===== src/rtl/alu_sequencer_if.sv =====
// Handshake and ALU-facing bundle for the ALU sequencer.
// The slave side is the sequencer itself.
// The master side is everything around it: the instruction source, the
// result consumer, the ALU and the debug reader.
interface alu_sequencer_if #(
  parameter int DATA_W = 8,
  parameter int REG_AW = 2
);

  logic              in_valid;
  logic              in_ready;
  logic [2:0]        in_op;
  logic [REG_AW-1:0] in_rd;
  logic [REG_AW-1:0] in_rs;
  logic              in_use_imm;
  logic [DATA_W-1:0] in_imm;

  logic [DATA_W-1:0] alu_a1;
  logic [DATA_W-1:0] alu_a2;
  logic [7:0]        alu_op_flag;
  logic              alu_e_flag;
  logic              alu_cin;
  logic [DATA_W-1:0] alu_out;
  logic              alu_cout;

  logic              done_valid;
  logic              done_ready;
  logic [DATA_W-1:0] done_result;
  logic              done_carry;

  logic [REG_AW-1:0] dbg_addr;
  logic [DATA_W-1:0] dbg_data;

  modport master (
    output in_valid, in_op, in_rd, in_rs, in_use_imm, in_imm,
    output alu_out, alu_cout,
    output done_ready,
    output dbg_addr,
    input  in_ready,
    input  alu_a1, alu_a2, alu_op_flag, alu_e_flag, alu_cin,
    input  done_valid, done_result, done_carry,
    input  dbg_data
  );

  modport slave (
    input  in_valid, in_op, in_rd, in_rs, in_use_imm, in_imm,
    input  alu_out, alu_cout,
    input  done_ready,
    input  dbg_addr,
    output in_ready,
    output alu_a1, alu_a2, alu_op_flag, alu_e_flag, alu_cin,
    output done_valid, done_result, done_carry,
    output dbg_data
  );

endinterface


===== src/rtl/alu_sequencer.sv =====
// Control stage in front of the 8-bit ALU.
// It accepts one instruction at a time and reads both operands from a small
// register file. It then presents registered operands and a one-hot opcode
// to the ALU, captures the ALU result, writes it back, and offers it on the
// done handshake. Only one instruction is in flight at any time.
module alu_sequencer #(
  parameter int DATA_W = 8,
  parameter int REG_AW = 2
) (
  input logic           clk,
  input logic           rst_n,
  alu_sequencer_if.slave bus
);

  localparam int NUM_REGS = 1 << REG_AW;

  localparam logic [2:0] OP_NOT = 3'd0;
  localparam logic [2:0] OP_OR  = 3'd1;
  localparam logic [2:0] OP_AND = 3'd2;
  localparam logic [2:0] OP_ADD = 3'd3;
  localparam logic [2:0] OP_SUB = 3'd4;
  localparam logic [2:0] OP_XOR = 3'd5;
  localparam logic [2:0] OP_ADC = 3'd6;
  localparam logic [2:0] OP_SBC = 3'd7;

  typedef enum logic [1:0] {
    IDLE,
    LOAD,
    EXEC,
    DONE
  } state_t;

  state_t            state;
  state_t            state_next;

  logic [DATA_W-1:0] regs [NUM_REGS];
  logic              carry;
  logic [2:0]        op_q;
  logic [REG_AW-1:0] rd_q;

  logic              accept;
  logic [DATA_W-1:0] src_operand;

  // ADC and SBC reuse the ADD and SUB lanes of the ALU.
  // They differ from ADD and SUB only in the carry-in.
  function automatic logic [7:0] op_onehot(input logic [2:0] op);
    logic [7:0] flag;
    flag = 8'h00;
    case (op)
      OP_NOT: flag = 8'h01;
      OP_OR:  flag = 8'h02;
      OP_AND: flag = 8'h04;
      OP_ADD: flag = 8'h08;
      OP_SUB: flag = 8'h10;
      OP_XOR: flag = 8'h20;
      OP_ADC: flag = 8'h08;
      OP_SBC: flag = 8'h10;
      default: flag = 8'h00;
    endcase
    return flag;
  endfunction

  function automatic logic is_arith(input logic [2:0] op);
    return (op == OP_ADD) || (op == OP_SUB) || (op == OP_ADC) || (op == OP_SBC);
  endfunction

  function automatic logic uses_carry_in(input logic [2:0] op);
    return (op == OP_ADC) || (op == OP_SBC);
  endfunction

  assign bus.in_ready = (state == IDLE);
  assign accept       = bus.in_valid && (state == IDLE);
  assign src_operand  = bus.in_use_imm ? bus.in_imm : regs[bus.in_rs];
  assign bus.dbg_data = regs[bus.dbg_addr];

  // State register; reset drops any instruction in flight back to IDLE.
  always_ff @(posedge clk or negedge rst_n) begin
    if (!rst_n) begin
      state <= IDLE;
    end else begin
      state <= state_next;
    end
  end

  // Walk IDLE -> LOAD -> EXEC -> DONE; only IDLE and DONE wait on a handshake.
  always_comb begin
    state_next = state;
    case (state)
      IDLE: if (bus.in_valid) state_next = LOAD;
      LOAD: state_next = EXEC;
      EXEC: state_next = DONE;
      DONE: if (bus.done_ready) state_next = IDLE;
      default: state_next = IDLE;
    endcase
  end

  // Registered datapath: operand capture, ALU strobe, writeback and result hold.
  always_ff @(posedge clk or negedge rst_n) begin
    if (!rst_n) begin
      for (int i = 0; i < NUM_REGS; i++) begin
        regs[i] <= '0;
      end
      carry           <= 1'b0;
      op_q            <= '0;
      rd_q            <= '0;
      bus.alu_a1      <= '0;
      bus.alu_a2      <= '0;
      bus.alu_op_flag <= '0;
      bus.alu_e_flag  <= 1'b0;
      bus.alu_cin     <= 1'b0;
      bus.done_valid  <= 1'b0;
      bus.done_result <= '0;
      bus.done_carry  <= 1'b0;
    end else begin
      case (state)
        IDLE: begin
          if (accept) begin
            op_q            <= bus.in_op;
            rd_q            <= bus.in_rd;
            bus.alu_a1      <= regs[bus.in_rd];
            bus.alu_a2      <= src_operand;
            bus.alu_op_flag <= op_onehot(bus.in_op);
            bus.alu_cin     <= uses_carry_in(bus.in_op) ? carry : 1'b0;
          end
        end
        LOAD: begin
          bus.alu_e_flag <= 1'b1;
        end
        EXEC: begin
          regs[rd_q]      <= bus.alu_out;
          bus.done_result <= bus.alu_out;
          if (is_arith(op_q)) begin
            carry          <= bus.alu_cout;
            bus.done_carry <= bus.alu_cout;
          end else begin
            bus.done_carry <= carry;
          end
          bus.alu_e_flag <= 1'b0;
          bus.done_valid <= 1'b1;
        end
        DONE: begin
          if (bus.done_ready) begin
            bus.done_valid <= 1'b0;
          end
        end
        default: begin
          bus.alu_e_flag <= 1'b0;
        end
      endcase
    end
  end

endmodule


===== src/flat_wrapper.sv =====
// flat-port wrapper written by rule: the top's interface ports become plain ports
module alu_sequencer_flat 
#(
  parameter int DATA_W = 8,
  parameter int REG_AW = 2
)
  (clk, rst_n, bus_in_valid, bus_in_op, bus_in_rd, bus_in_rs, bus_in_use_imm, bus_in_imm, bus_alu_out, bus_alu_cout, bus_done_ready, bus_dbg_addr, bus_in_ready, bus_alu_a1, bus_alu_a2, bus_alu_op_flag, bus_alu_e_flag, bus_alu_cin, bus_done_valid, bus_done_result, bus_done_carry, bus_dbg_data);
  alu_sequencer_if #(.DATA_W(DATA_W), .REG_AW(REG_AW)) bus_i ();
  input logic clk;
  input logic rst_n;
  input wire logic [$bits(bus_i.in_valid)-1:0] bus_in_valid;
  input wire logic [$bits(bus_i.in_op)-1:0] bus_in_op;
  input wire logic [$bits(bus_i.in_rd)-1:0] bus_in_rd;
  input wire logic [$bits(bus_i.in_rs)-1:0] bus_in_rs;
  input wire logic [$bits(bus_i.in_use_imm)-1:0] bus_in_use_imm;
  input wire logic [$bits(bus_i.in_imm)-1:0] bus_in_imm;
  input wire logic [$bits(bus_i.alu_out)-1:0] bus_alu_out;
  input wire logic [$bits(bus_i.alu_cout)-1:0] bus_alu_cout;
  input wire logic [$bits(bus_i.done_ready)-1:0] bus_done_ready;
  input wire logic [$bits(bus_i.dbg_addr)-1:0] bus_dbg_addr;
  output wire logic [$bits(bus_i.in_ready)-1:0] bus_in_ready;
  output wire logic [$bits(bus_i.alu_a1)-1:0] bus_alu_a1;
  output wire logic [$bits(bus_i.alu_a2)-1:0] bus_alu_a2;
  output wire logic [$bits(bus_i.alu_op_flag)-1:0] bus_alu_op_flag;
  output wire logic [$bits(bus_i.alu_e_flag)-1:0] bus_alu_e_flag;
  output wire logic [$bits(bus_i.alu_cin)-1:0] bus_alu_cin;
  output wire logic [$bits(bus_i.done_valid)-1:0] bus_done_valid;
  output wire logic [$bits(bus_i.done_result)-1:0] bus_done_result;
  output wire logic [$bits(bus_i.done_carry)-1:0] bus_done_carry;
  output wire logic [$bits(bus_i.dbg_data)-1:0] bus_dbg_data;
  assign bus_i.in_valid = bus_in_valid;
  assign bus_i.in_op = bus_in_op;
  assign bus_i.in_rd = bus_in_rd;
  assign bus_i.in_rs = bus_in_rs;
  assign bus_i.in_use_imm = bus_in_use_imm;
  assign bus_i.in_imm = bus_in_imm;
  assign bus_i.alu_out = bus_alu_out;
  assign bus_i.alu_cout = bus_alu_cout;
  assign bus_i.done_ready = bus_done_ready;
  assign bus_i.dbg_addr = bus_dbg_addr;
  assign bus_in_ready = bus_i.in_ready;
  assign bus_alu_a1 = bus_i.alu_a1;
  assign bus_alu_a2 = bus_i.alu_a2;
  assign bus_alu_op_flag = bus_i.alu_op_flag;
  assign bus_alu_e_flag = bus_i.alu_e_flag;
  assign bus_alu_cin = bus_i.alu_cin;
  assign bus_done_valid = bus_i.done_valid;
  assign bus_done_result = bus_i.done_result;
  assign bus_done_carry = bus_i.done_carry;
  assign bus_dbg_data = bus_i.dbg_data;
  alu_sequencer #(.DATA_W(DATA_W), .REG_AW(REG_AW)) u_core (.clk(clk), .rst_n(rst_n), .bus(bus_i));
endmodule

===== config.mk =====
export PLATFORM = sky130hd
export DESIGN_NAME = alu_sequencer_flat
export DESIGN_NICKNAME = d
export VERILOG_FILES = /design/src/rtl/alu_sequencer_if.sv /design/src/rtl/alu_sequencer.sv /design/src/flat_wrapper.sv
export SDC_FILE = /design/constraint.sdc
export NUM_CORES = 1
export LEC_CHECK = 0
export BUFFER_PORTS_ARGS = -buffer_cell sky130_fd_sc_hd__buf_2
export CAP_MARGIN = 20
export CORE_UTILIZATION = 49
export DETAILED_ROUTE_END_ITERATION = 12
export GPL_TIMING_DRIVEN = 1
export HOLD_SLACK_MARGIN = 0.02
export PLACE_DENSITY = 0.76
export SYNTH_ARGS = -nofsm -noshare
export SYNTH_HDL_FRONTEND = slang
export SYNTH_SLANG_ARGS = --single-unit

===== constraint.sdc =====
create_clock -name clk -period 1.5 [get_ports clk]
set_input_delay 0 -clock clk [delete_from_list [all_inputs] [get_ports clk]]
set_output_delay 0 -clock clk [all_outputs]
set_load 0.01 [all_outputs]

==> flow_metrics.tcl <==
set metrics [dict create \
    status "finished clean" \
    crit_path_max_fanout 2 \
    postSynthAreaPerCell_um2 13.4 \
    max_cap_violations 0 \
    antenna_found_initial 0 \
    grt_overflow_total 0 \
    cts_made_buffers 9 \
    wl_per_cell_um 16.6 \
    fmax_ghz 0.681 \
    cp.arrival_ns 1.70 \
    insertion_delay_ns 0.35 \
    cts_num_sinks 73 \
    min_path_cells 3 \
    fillCellCount 527 \
    rows 30 \
    m1WireLength_mm 3.58 \
    syn-cell-area_um2 3580 \
    final_core_util 0.661 \
    min_path_type "in -> reg" \
    p_leak_uw 0.00217 \
    cpPeakStageDelay_ns 0.41 \
    ioPinCount 76 \
    yosysWarningCount 0 \
    slew_viol_final 0 \
    r2r_setup_slack_ns 0.03 \
    rsz0062_at_grt "yes" \
    initial_core_util 0.516 \
    fin_nets 409 \
    hold_ws_ns 0.0285 \
    finalSetupViolations 0 \
    vias 2549 \
    worstHoldEndpoint "u_core.rd_q[0]" \
    yosys-top-cells-count "73 x dfrtp_1, 50 x nand2_1, 43 x mux2_2" \
    vdd_ir_drop_max_v 0.00107 \
    first_pass_iters 4 \
    synth_top_area_cell "dfrtp_1" \
    finalClockSkew_ns 0.00731 \
    end_kind "flip-flop" \
    wl_met3_um 362 \
    r2r_cells 5 \
    place.gp.congestion 0.764 \
    final_cell_area_um2 4590 \
    die_height_um 87.5 \
    critPathKind "reg -> reg" \
    yosys-top-cells-area "dfrtp_1 51%, mux4_2 15%, mux2_2 14%" \
    drt_wl_total_mm 7.84 \
    core-area_um2 6940 \
    cts_max_level 3 \
    cts-root-buf "clkbuf_8" \
    crit_slowest_cell "dfrtp_1" \
    drc 0 \
    synth_edf_count 0 \
    min_period_ns 1.47 \
    clk_path_buf_depth 2 \
    antenna_left 0 \
    via_per_inst 5.40 \
    die_x_um 87.5 \
    grt_pass1_vias 2419 \
    portBuffers 73 \
    post-synth-top-count-cell "dfrtp_1" \
    initialDrtViolationCount 89 \
    routed-wl-met2_mm 3.75 \
    p_total_uw 9070 \
    async_flop_share 1.00 \
    final_layout_size_suffix_gt1_frac 0.473 \
    yosysSeqAreaShare 0.510 \
    hold_violations 0 \
    clk_pin_slew_ns 0.08 \
    track_usage 0.213 \
    dp_hpwl_mm 5.08 \
    synth-seq-cells 73 \
    ys.flop_type "dfrtp_1" \
    grt_max_degree 74 \
    min_period_over_period 0.980 \
    synthToLayoutAreaGrowth_pct 28.2 \
    die_area_um2 7650 \
    grt_first_pass_wirelength_mm 12.0 \
    cp-start-kind "flip-flop" \
    worst_r2r_endpoint "u_core.state[1]" \
    routed.top_layer "met4" \
    synth_cell_types 26 \
    dpl_cell_area_um2 4070 \
    tritoncts "done" \
    power_density_nw_per_um2 1980 \
    path_cells "buf_4 > ha_1 > nor2b_1 > a21oi_2 > mux2_4" \
    required_ns 1.73 \
    crit-reg2reg-launch "u_core.state[0]" \
    antenna_cells 0 \
    synth_cells 268 \
    netlist.area_leader.share 0.510 \
    min-delay-start "bus_in_rd[0]" \
]
[sequential cells by signal, summed over array words and instances (netlist names), 2 cells and up]
register,flops
u_core.regs,32
u_core.bus.alu_a1,8
u_core.bus.alu_a2,8
u_core.bus.done_result,8
u_core.bus.alu_op_flag,6
u_core.op_q,3
u_core.rd_q,2
u_core.state,2
[how the worst max path moves through the flow]
stage | cells after the start | startpoint | slack (ns) | endpoint
finish | 5 | u_core.state[0] | 0.03 | u_core.state[1]
detailed placement | 5 | u_core.state[0] | -0.03 | u_core.regs[10]
global placement | 5 | u_core.state[0] | 0.02 | u_core.state[1]
floorplan | 5 | u_core.state[0] | -0.05 | u_core.regs[24]
CTS | 5 | u_core.state[0] | 0.001 | u_core.state[1]
global route | 5 | u_core.state[0] | -0.01 | u_core.regs[30]
[cells in the final DEF, fill, tap and decap left out, drive strengths merged]
cell type	n
nand2	50
mux2	43
ha	7
nand3b	6
inv	7
o21ai	3
clkinvlp	4
o22ai	1
clkinv	2
nand3	2
conb	2
dfrtp	73
nor2b	1
mux4	24
o32a	1
clkbuf	11
mux2i	10
nor3b	1
o2111ai	1
dlygate4sd3	23
nor2	9
a21oi	9
buf	85
and2	1
[logic make-up after synthesis]
family,after synthesis,share of synthesized area
muxes,77,0.314
DFF,73,0.510
and+or+nand+nor,70,0.0894
buffers and inverters,25,0.0370
AOI/OAI and AO/OA,15,0.0238
adders and majority gates,7,0.0245
other,1,0.00105
[power by group]
| part | switching, µW | total (µW) | internal (µW) |
|---|---|---|---|
| Clock | 777 | 1420 | 644 |
| Sequential | 745 | 3700 | 2950 |
| Combinational | 1700 | 3960 | 2260 |
[per-layer routing]
metal	global-route usage	vias up
met1	0.289	1293
met2	0.339	81
li1	-	1161
met4	0.0909	0
met5	0	-
met3	0.0360	14
[worst max-delay path, delay by kind of cell, from the launching register on]
kind / cells / cell delay (ns)
and+or+nand+nor: 1 / 0.15
buffers and inverters: 1 / 0.15
DFF: 1 / 0.41
adders and majority gates: 1 / 0.19
muxes: 1 / 0.31
AOI/OAI and AO/OA: 1 / 0.15
[layout make-up]
type | count | area [µm²] | share of cell area
clock buffer | 10 | 138 | 0.0300
clock inverter | 6 | 43.8 | 0.00954
inverter | 7 | 26.3 | 0.00573
multi-input combinational | 171 | 1690 | 0.368
sequential | 73 | 1830 | 0.398
tap | 96 | 120 | 0.0262
timing repair buffer | 109 | 746 | 0.162
[through the flow]
stage                     setup slack (ns)  std cells  setup TNS, ns
after CTS                         0.000996        470              0
after global routing               -0.0113        472        -0.0395
after detailed placement           -0.0281        431         -0.341
final                               0.0307        472              0
after global placement              0.0188        431              0
after floorplan                    -0.0451        269         -0.361
[what timing repair did]
action	4_1_cts	5_1_grt
endpoints found under the hold margin	133	0
hold buffers	23	0
endpoints found under the setup margin	16	37
gates resized for setup	3	12
gates cloned	0	1
buffers inserted	0	1
No activity file was read; power rests on OpenSTA's default activity.
